## src/rtl/ssd_display_driver_if.sv

```systemverilog
// Bundle of the display driver's data and display-pin signals.
// The master side (CPU top level or bench) drives the value and mode; the
// slave side (the driver) returns the multiplexed display lines and busy.
interface ssd_display_driver_if;
  logic [12:0] value;
  logic        hex_mode;
  logic [3:0]  anode;
  logic [6:0]  seg;
  logic        busy;

  modport master (
    output value,
    output hex_mode,
    input  anode,
    input  seg,
    input  busy
  );

  modport slave (
    input  value,
    input  hex_mode,
    output anode,
    output seg,
    output busy
  );
endinterface

```

## src/rtl/ssd_display_driver.sv

```systemverilog
// Four-digit common-anode seven-segment driver for the 13-bit SSD debug word.
// A double-dabble FSM converts the value to BCD one shift per clock, and a
// refresh divider steps a digit index that selects which digit is lit.
// Hex mode bypasses conversion and shows the raw nibbles of the live value.
module ssd_display_driver #(
  parameter int REFRESH_DIV = 100000,
  parameter bit BLANK_LZ    = 1'b1
) (
  input logic clk,
  input logic rst,
  ssd_display_driver_if.slave bus
);

  localparam int DIV_W = (REFRESH_DIV > 1) ? $clog2(REFRESH_DIV) : 1;
  localparam logic [DIV_W-1:0] DIV_LAST = DIV_W'(REFRESH_DIV - 1);

  typedef enum logic [0:0] {
    IDLE = 1'b0,
    CONV = 1'b1
  } state_t;

  state_t            state_r;
  logic [12:0]       cap_r;
  logic [28:0]       shift_r;
  logic [3:0]        iter_r;
  logic [15:0]       bcd_r;
  logic              busy_r;
  logic [DIV_W-1:0]  div_r;
  logic [1:0]        idx_r;
  logic [3:0]        anode_r;
  logic [6:0]        seg_r;

  logic [28:0]       adj_s;
  logic [28:0]       shift_nxt_s;
  logic [3:0][3:0]   digits_s;
  logic [3:0]        blank_s;
  logic [3:0]        cur_digit_s;
  logic              cur_blank_s;

  // Add 3 to every BCD nibble that is 5 or more before the next shift.
  function automatic logic [28:0] bcd_adjust(input logic [28:0] s);
    logic [28:0] r;
    r = s;
    for (int k = 0; k < 4; k++) begin
      if (r[13+4*k +: 4] >= 4'd5) begin
        r[13+4*k +: 4] = r[13+4*k +: 4] + 4'd3;
      end
    end
    return r;
  endfunction

  // Active-low segment pattern {g,f,e,d,c,b,a} for one hex digit.
  function automatic logic [6:0] seg_of(input logic [3:0] d);
    logic [6:0] p;
    case (d)
      4'h0:    p = 7'b1000000;
      4'h1:    p = 7'b1111001;
      4'h2:    p = 7'b0100100;
      4'h3:    p = 7'b0110000;
      4'h4:    p = 7'b0011001;
      4'h5:    p = 7'b0010010;
      4'h6:    p = 7'b0000010;
      4'h7:    p = 7'b1111000;
      4'h8:    p = 7'b0000000;
      4'h9:    p = 7'b0010000;
      4'hA:    p = 7'b0001000;
      4'hB:    p = 7'b0000011;
      4'hC:    p = 7'b1000110;
      4'hD:    p = 7'b0100001;
      4'hE:    p = 7'b0000110;
      4'hF:    p = 7'b0001110;
      default: p = 7'b1111111;
    endcase
    return p;
  endfunction

  // Next double-dabble shift register contents (adjust, then shift left).
  always_comb begin
    adj_s       = bcd_adjust(shift_r);
    shift_nxt_s = {adj_s[27:0], 1'b0};
  end

  // Digit source for the selected mode, leading-zero blanking and the current digit.
  always_comb begin
    if (bus.hex_mode) begin
      digits_s = {{3'b000, bus.value[12]}, bus.value[11:8], bus.value[7:4], bus.value[3:0]};
    end else begin
      digits_s = bcd_r;
    end
    blank_s[0] = 1'b0;
    blank_s[3] = BLANK_LZ && (digits_s[3] == 4'd0);
    blank_s[2] = blank_s[3] && (digits_s[2] == 4'd0);
    blank_s[1] = blank_s[2] && (digits_s[1] == 4'd0);
    cur_digit_s = digits_s[idx_r];
    cur_blank_s = blank_s[idx_r];
  end

  // Conversion FSM: capture a changed value, then 13 adjust-and-shift steps.
  always_ff @(posedge clk) begin
    if (rst) begin
      state_r <= IDLE;
      cap_r   <= 13'd0;
      shift_r <= 29'd0;
      iter_r  <= 4'd0;
      bcd_r   <= 16'd0;
      busy_r  <= 1'b0;
    end else begin
      case (state_r)
        IDLE: begin
          if (bus.value != cap_r) begin
            cap_r   <= bus.value;
            shift_r <= {16'd0, bus.value};
            iter_r  <= 4'd0;
            state_r <= CONV;
            busy_r  <= 1'b1;
          end
        end
        CONV: begin
          shift_r <= shift_nxt_s;
          if (iter_r == 4'd12) begin
            bcd_r   <= shift_nxt_s[28:13];
            state_r <= IDLE;
            busy_r  <= 1'b0;
          end else begin
            iter_r <= iter_r + 4'd1;
          end
        end
        default: begin
          state_r <= IDLE;
          busy_r  <= 1'b0;
        end
      endcase
    end
  end

  // Refresh divider and digit index; the index advances at the terminal count.
  always_ff @(posedge clk) begin
    if (rst) begin
      div_r <= '0;
      idx_r <= 2'd0;
    end else if (div_r == DIV_LAST) begin
      div_r <= '0;
      idx_r <= idx_r + 2'd1;
    end else begin
      div_r <= div_r + DIV_W'(1);
    end
  end

  // Registered display lines for the digit selected by the index.
  always_ff @(posedge clk) begin
    if (rst) begin
      anode_r <= 4'b1110;
      seg_r   <= 7'b1000000;
    end else if (cur_blank_s) begin
      anode_r <= 4'b1111;
      seg_r   <= 7'b1111111;
    end else begin
      anode_r <= ~(4'b0001 << idx_r);
      seg_r   <= seg_of(cur_digit_s);
    end
  end

  assign bus.anode = anode_r;
  assign bus.seg   = seg_r;
  assign bus.busy  = busy_r;

endmodule

```

## src/flat_wrapper.sv

```systemverilog
// flat-port wrapper written by rule: the top's interface ports become plain ports
module ssd_display_driver_flat 
#(
  parameter int REFRESH_DIV = 100000,
  parameter bit BLANK_LZ    = 1'b1
)
  (clk, rst, bus_value, bus_hex_mode, bus_anode, bus_seg, bus_busy);
  ssd_display_driver_if bus_i ();
  input logic clk;
  input logic rst;
  input wire logic [$bits(bus_i.value)-1:0] bus_value;
  input wire logic [$bits(bus_i.hex_mode)-1:0] bus_hex_mode;
  output wire logic [$bits(bus_i.anode)-1:0] bus_anode;
  output wire logic [$bits(bus_i.seg)-1:0] bus_seg;
  output wire logic [$bits(bus_i.busy)-1:0] bus_busy;
  assign bus_i.value = bus_value;
  assign bus_i.hex_mode = bus_hex_mode;
  assign bus_anode = bus_i.anode;
  assign bus_seg = bus_i.seg;
  assign bus_busy = bus_i.busy;
  ssd_display_driver #(.REFRESH_DIV(REFRESH_DIV), .BLANK_LZ(BLANK_LZ)) u_core (.clk(clk), .rst(rst), .bus(bus_i));
endmodule
```

## config.mk

```make
export PLATFORM = sky130hd
export DESIGN_NAME = ssd_display_driver_flat
export DESIGN_NICKNAME = d
export VERILOG_FILES = /design/src/rtl/ssd_display_driver_if.sv /design/src/rtl/ssd_display_driver.sv /design/src/flat_wrapper.sv
export SDC_FILE = /design/constraint.sdc
export NUM_CORES = 1
export LEC_CHECK = 0
export BUFFER_PORTS_ARGS = -buffer_cell sky130_fd_sc_hd__buf_4
export CAP_MARGIN = 25
export CORE_MARGIN = 3
export CORE_UTILIZATION = 61
export DETAILED_ROUTE_END_ITERATION = 7
export PLACE_DENSITY = 0.88
export SLEW_MARGIN = 20
export SYNTH_ARGS = -nofsm -noshare
export SYNTH_HDL_FRONTEND = slang
export SYNTH_SLANG_ARGS = --single-unit
```

## constraint.sdc

```tcl
create_clock -name clk -period 2.7 [get_ports clk]
set_input_delay 0.27 -clock clk [delete_from_list [all_inputs] [get_ports clk]]
set_output_delay 0.27 -clock clk [all_outputs]
set_load 0.02 [all_outputs]
```

==> metrics.yaml <==
sta:
  report.final.hold_viol_count: 0
  fmax_mhz: 438
  rsz0062_at_grt: "false"
  timing.clock.skew_ns: 0.0102
  fin_tns_setup_ns: 0
  post-route-period-util_pct: 84.5
  slew-limit-headroom_pct: 49.2
  min_period_ns: 2.28
  finalSetupViolations: 0
  drv_slew: 0
  tightest_slew_ns: 0.762
synth:
  syn_area_um2: 4650
  post_synth.cell_area_avg_um2: 8.80
  synth_enable_flop_cells: 0
  ys_warn_count: 0
  synth_fp_nets: 565
  synth_top_area_share_pct: 40.5
  ys_ff_latch: 94
  synthFlopType: "dfxtp_1"
  synth_async_sr_flop_share_pct: 0
  yosysTopAreaCell: "dfxtp_1"
  yosysSeqAreaShare_pct: 40.5
  yosys-top-cells-area: "dfxtp_1, mux2i_1, nor2_1, ha_1, xor2_1"
  syn_inst: 528
  synth_cell_type_count: 42
placement:
  globalplace.congestion: 0.893
  hpwl_um: 7060
  dp_cells: 636
  portBuffers: 27
global_route:
  grt-ovfl-total: 0
  grt_pass1_vias: 3733
  grt_use_total_pct: 24.6
  antenna_found_initial: 0
  grt_pass1_wl_um: 17100
  grt_max_degree: 46
clock_tree:
  clk-insertion-delay-late_ns: 0.38
  cts_buffers: 9
  clkSinkCount: 94
  htree_levels: 3
  clk_pin_slew_ns: 0.10
  cts_hold_buf: 0
  post_cts_resized: 0
  postCtsSetupBuffers: 0
  clk_path_buf_depth: 2
  root_buffer: "clkbuf_8"
  cts_tree: "built"
critical_path:
  crit_start: "u_core.idx_r[0]"
  reg2regPathDepth: 10
  cp-start-kind: "register"
  r2r_start: "u_core.idx_r[0]"
  critPathKind: "register to register"
  crit_family: "buffers and inverters"
  crit_cells: 10
  arrival_ns: 2.59
  r2r-end: "u_core.bus.seg[1]"
  cp_max_fo: 12
  slowest_delay_ns: 0.44
  cp_slowest_cell: "dfxtp_1"
  crit_path_end: "u_core.bus.seg[1]"
  crit_chain: "buf_4 -> inv_1 -> mux2i_1 -> mux2i_1 -> buf_4 -> ha_1 -> inv_1 -> o21ai_0 -> o21ai_0 -> a21oi_1"
  required_ns: 3.01
  path_buf_inv: 4
  r2r_slack_ns: 0.42
  cp-end-kind: "register"
power:
  p_int_mw: 2.06
  clkPwrFrac_pct: 38.5
  netSwitchingFraction_pct: 25.3
  ir_drop_v: 0.000376
  pwr-share-comb_pct: 9.0
  seqPwrFrac_pct: 52.5
  switchingPower_mw: 0.700
  cellPowerDensity_nw_per_um2: 537
  leakagePower_nw: 2.14
route:
  top_layer: "met4"
  wire_per_inst_um: 15.5
  drc: 0
  wl_met1_um: 4240
  via_per_inst: 5.88
  wl_met2_um: 5130
  routed_wl_um: 10100
  drt_iter0_markers: 222
  vias: 3835
  first_pass_iters: 6
  wl_met3_um: 596
  drtAntennaViolNets: 0
layout:
  stdcell_count: 652
  final_nets: 585
  drive_gt1_share_pct: 11.6
  diodes: 0
  syn_to_final_growth_pct: 10.7
status:
  outcome: "finished, final reports clean"
flow_run:
  drv_cap: 0
floorplan:
  die_area_um2: 8700
  start_util_pct: 63.4
  core_area_um2: 7330
  die_w_um: 93.3
  rows: 31
  num_io_pins: 28
  die-height_um: 93.3
worst_hold_path:
  min_delay_path_depth: 3
  hold_class: "primary input to register"
[area by class of cell]
class                      instances  area [um2]
clock buffer                       9         124
tap                               99         124
multi-input combinational        386        2560
fill                             537        2190
timing repair buffer              37         278
clock inverter                     7         105
sequential                        94        1880
inverter                          20        75.1
[per-layer routing]
| metal | vias up | track usage (%) |
|---|---|---|
| li1 | 1854 | - |
| met1 | 1828 | 28.7 |
| met2 | 129 | 43.4 |
| met3 | 24 | 6.84 |
| met4 | 0 | 7.94 |
| met5 | - | 0 |
[stage by stage]
stage | power, mW | utilization [%] | instance area (um2) | hold WS [ns] | setup slack, ns
floorplan | 1.65 | - | 4650 | 0.402 | 0.197
global route | 2.86 | 70.2 | 5140 | 0.187 | 0.262
global placement | 1.71 | 67.1 | 4920 | 0.440 | 0.589
detailed placement | 1.73 | 67.1 | 4920 | 0.464 | 0.523
finish | 2.76 | 70.2 | 5140 | 0.178 | 0.417
CTS | 2.77 | 70.2 | 5140 | 0.169 | 0.422
[flip-flops by register name (all words and copies together), names as in the netlist]
signal and flops:
u_core.shift_r 29, u_core.div_r 17, u_core.bcd_r 16, u_core.cap_r 13, u_core.bus.seg 7, u_core.bus.anode 4, u_core.iter_r 4, u_core.idx_r 2
u_core.bus.busy 1, u_core.state_r 1
[synthesized netlist by cell type (2+ instances only)]
cell type   n
dfxtp_1    94
nor2_1     79
nand2_1    48
mux2i_1    46
a21oi_1    37
xor2_1     22
ha_1       21
clkbuf_1   19
inv_1      18
nand3_1    16
a211oi_1   15
nor3_1     13
xnor2_1    13
o21ai_0    12
nor3b_1     9
buf_2       5
nand4_1     5
nor4_1      5
a311oi_1    4
and3_1      4
mux4_2      4
nand2b_1    4
nor2b_1     4
o22ai_1     4
a31oi_1     3
nand3b_1    3
buf_4       2
buf_6       2
clkinv_1    2
mux2_2      2
nor4_2      2
[cells in the final DEF, fill, tap and decap left out, types with 2 or more instances in the layout]
cell / netlist / layout
nor2b_1: 4 / 4
inv_6: 0 / 2
nand2_1: 48 / 48
nand4_1: 5 / 5
nand2b_1: 4 / 4
nor4_1: 5 / 5
nor4_2: 2 / 2
nand3b_1: 3 / 3
a21oi_1: 37 / 37
dfxtp_1: 94 / 94
inv_1: 18 / 18
nor3_1: 13 / 13
nand3_1: 16 / 16
a211oi_1: 15 / 15
clkbuf_8: 0 / 9
and3_1: 4 / 4
bufinv_16: 0 / 2
mux2i_1: 46 / 46
buf_4: 2 / 37
ha_1: 21 / 21
xnor2_1: 13 / 13
a31oi_1: 3 / 3
nor3b_1: 9 / 9
a311oi_1: 4 / 4
xor2_1: 22 / 22
o22ai_1: 4 / 4
o21ai_0: 12 / 12
nor2_1: 79 / 79
mux2_2: 2 / 2
mux4_2: 4 / 4
clkinv_1: 2 / 2
[cell families (layout without fill, tap and decap cells)]
logic type | count (synthesis) | count (layout) | synth area share, %
AND/OR/NAND/NOR | 197 | 197 | 19.9
flip-flops | 94 | 94 | 40.5
AO/OA/AOI/OAI | 80 | 80 | 10.2
multiplexers | 53 | 53 | 12.6
buffers and inverters | 48 | 73 | 4.50
XOR/XNOR | 35 | 35 | 6.59
adder cells (fa/ha/maj) | 21 | 21 | 5.65
[worst min path at each step]
stage                    start                   to  slack (ns)
6_report          bus_value[8]      u_core.cap_r[8]        0.18
2_1_floorplan              rst  u_core.bus.anode[2]        0.40
3_3_place_gp   u_core.div_r[0]      u_core.div_r[0]        0.44
5_1_grt           bus_value[3]      u_core.cap_r[3]        0.19
4_1_cts           bus_value[8]      u_core.cap_r[8]        0.17
3_5_place_dp   u_core.bcd_r[2]      u_core.bcd_r[2]        0.46
[power by group through the flow]
stage	clock (mW)	combinational (mW)	sequential (mW)
2_1_floorplan	0	0.160	1.49
6_report	1.06	0.248	1.45
3_3_place_gp	0	0.235	1.48
5_1_grt	1.13	0.273	1.45
4_1_cts	1.08	0.247	1.45
3_5_place_dp	0	0.245	1.48
[tightest hold or removal path: cells and delay by family]
family | cells | cell delay, ns
and+or+nand+nor | 1 | 0.07
muxes | 1 | 0.07
buffers and inverters | 1 | 0.12
No activity file was read; power rests on OpenSTA's default activity.
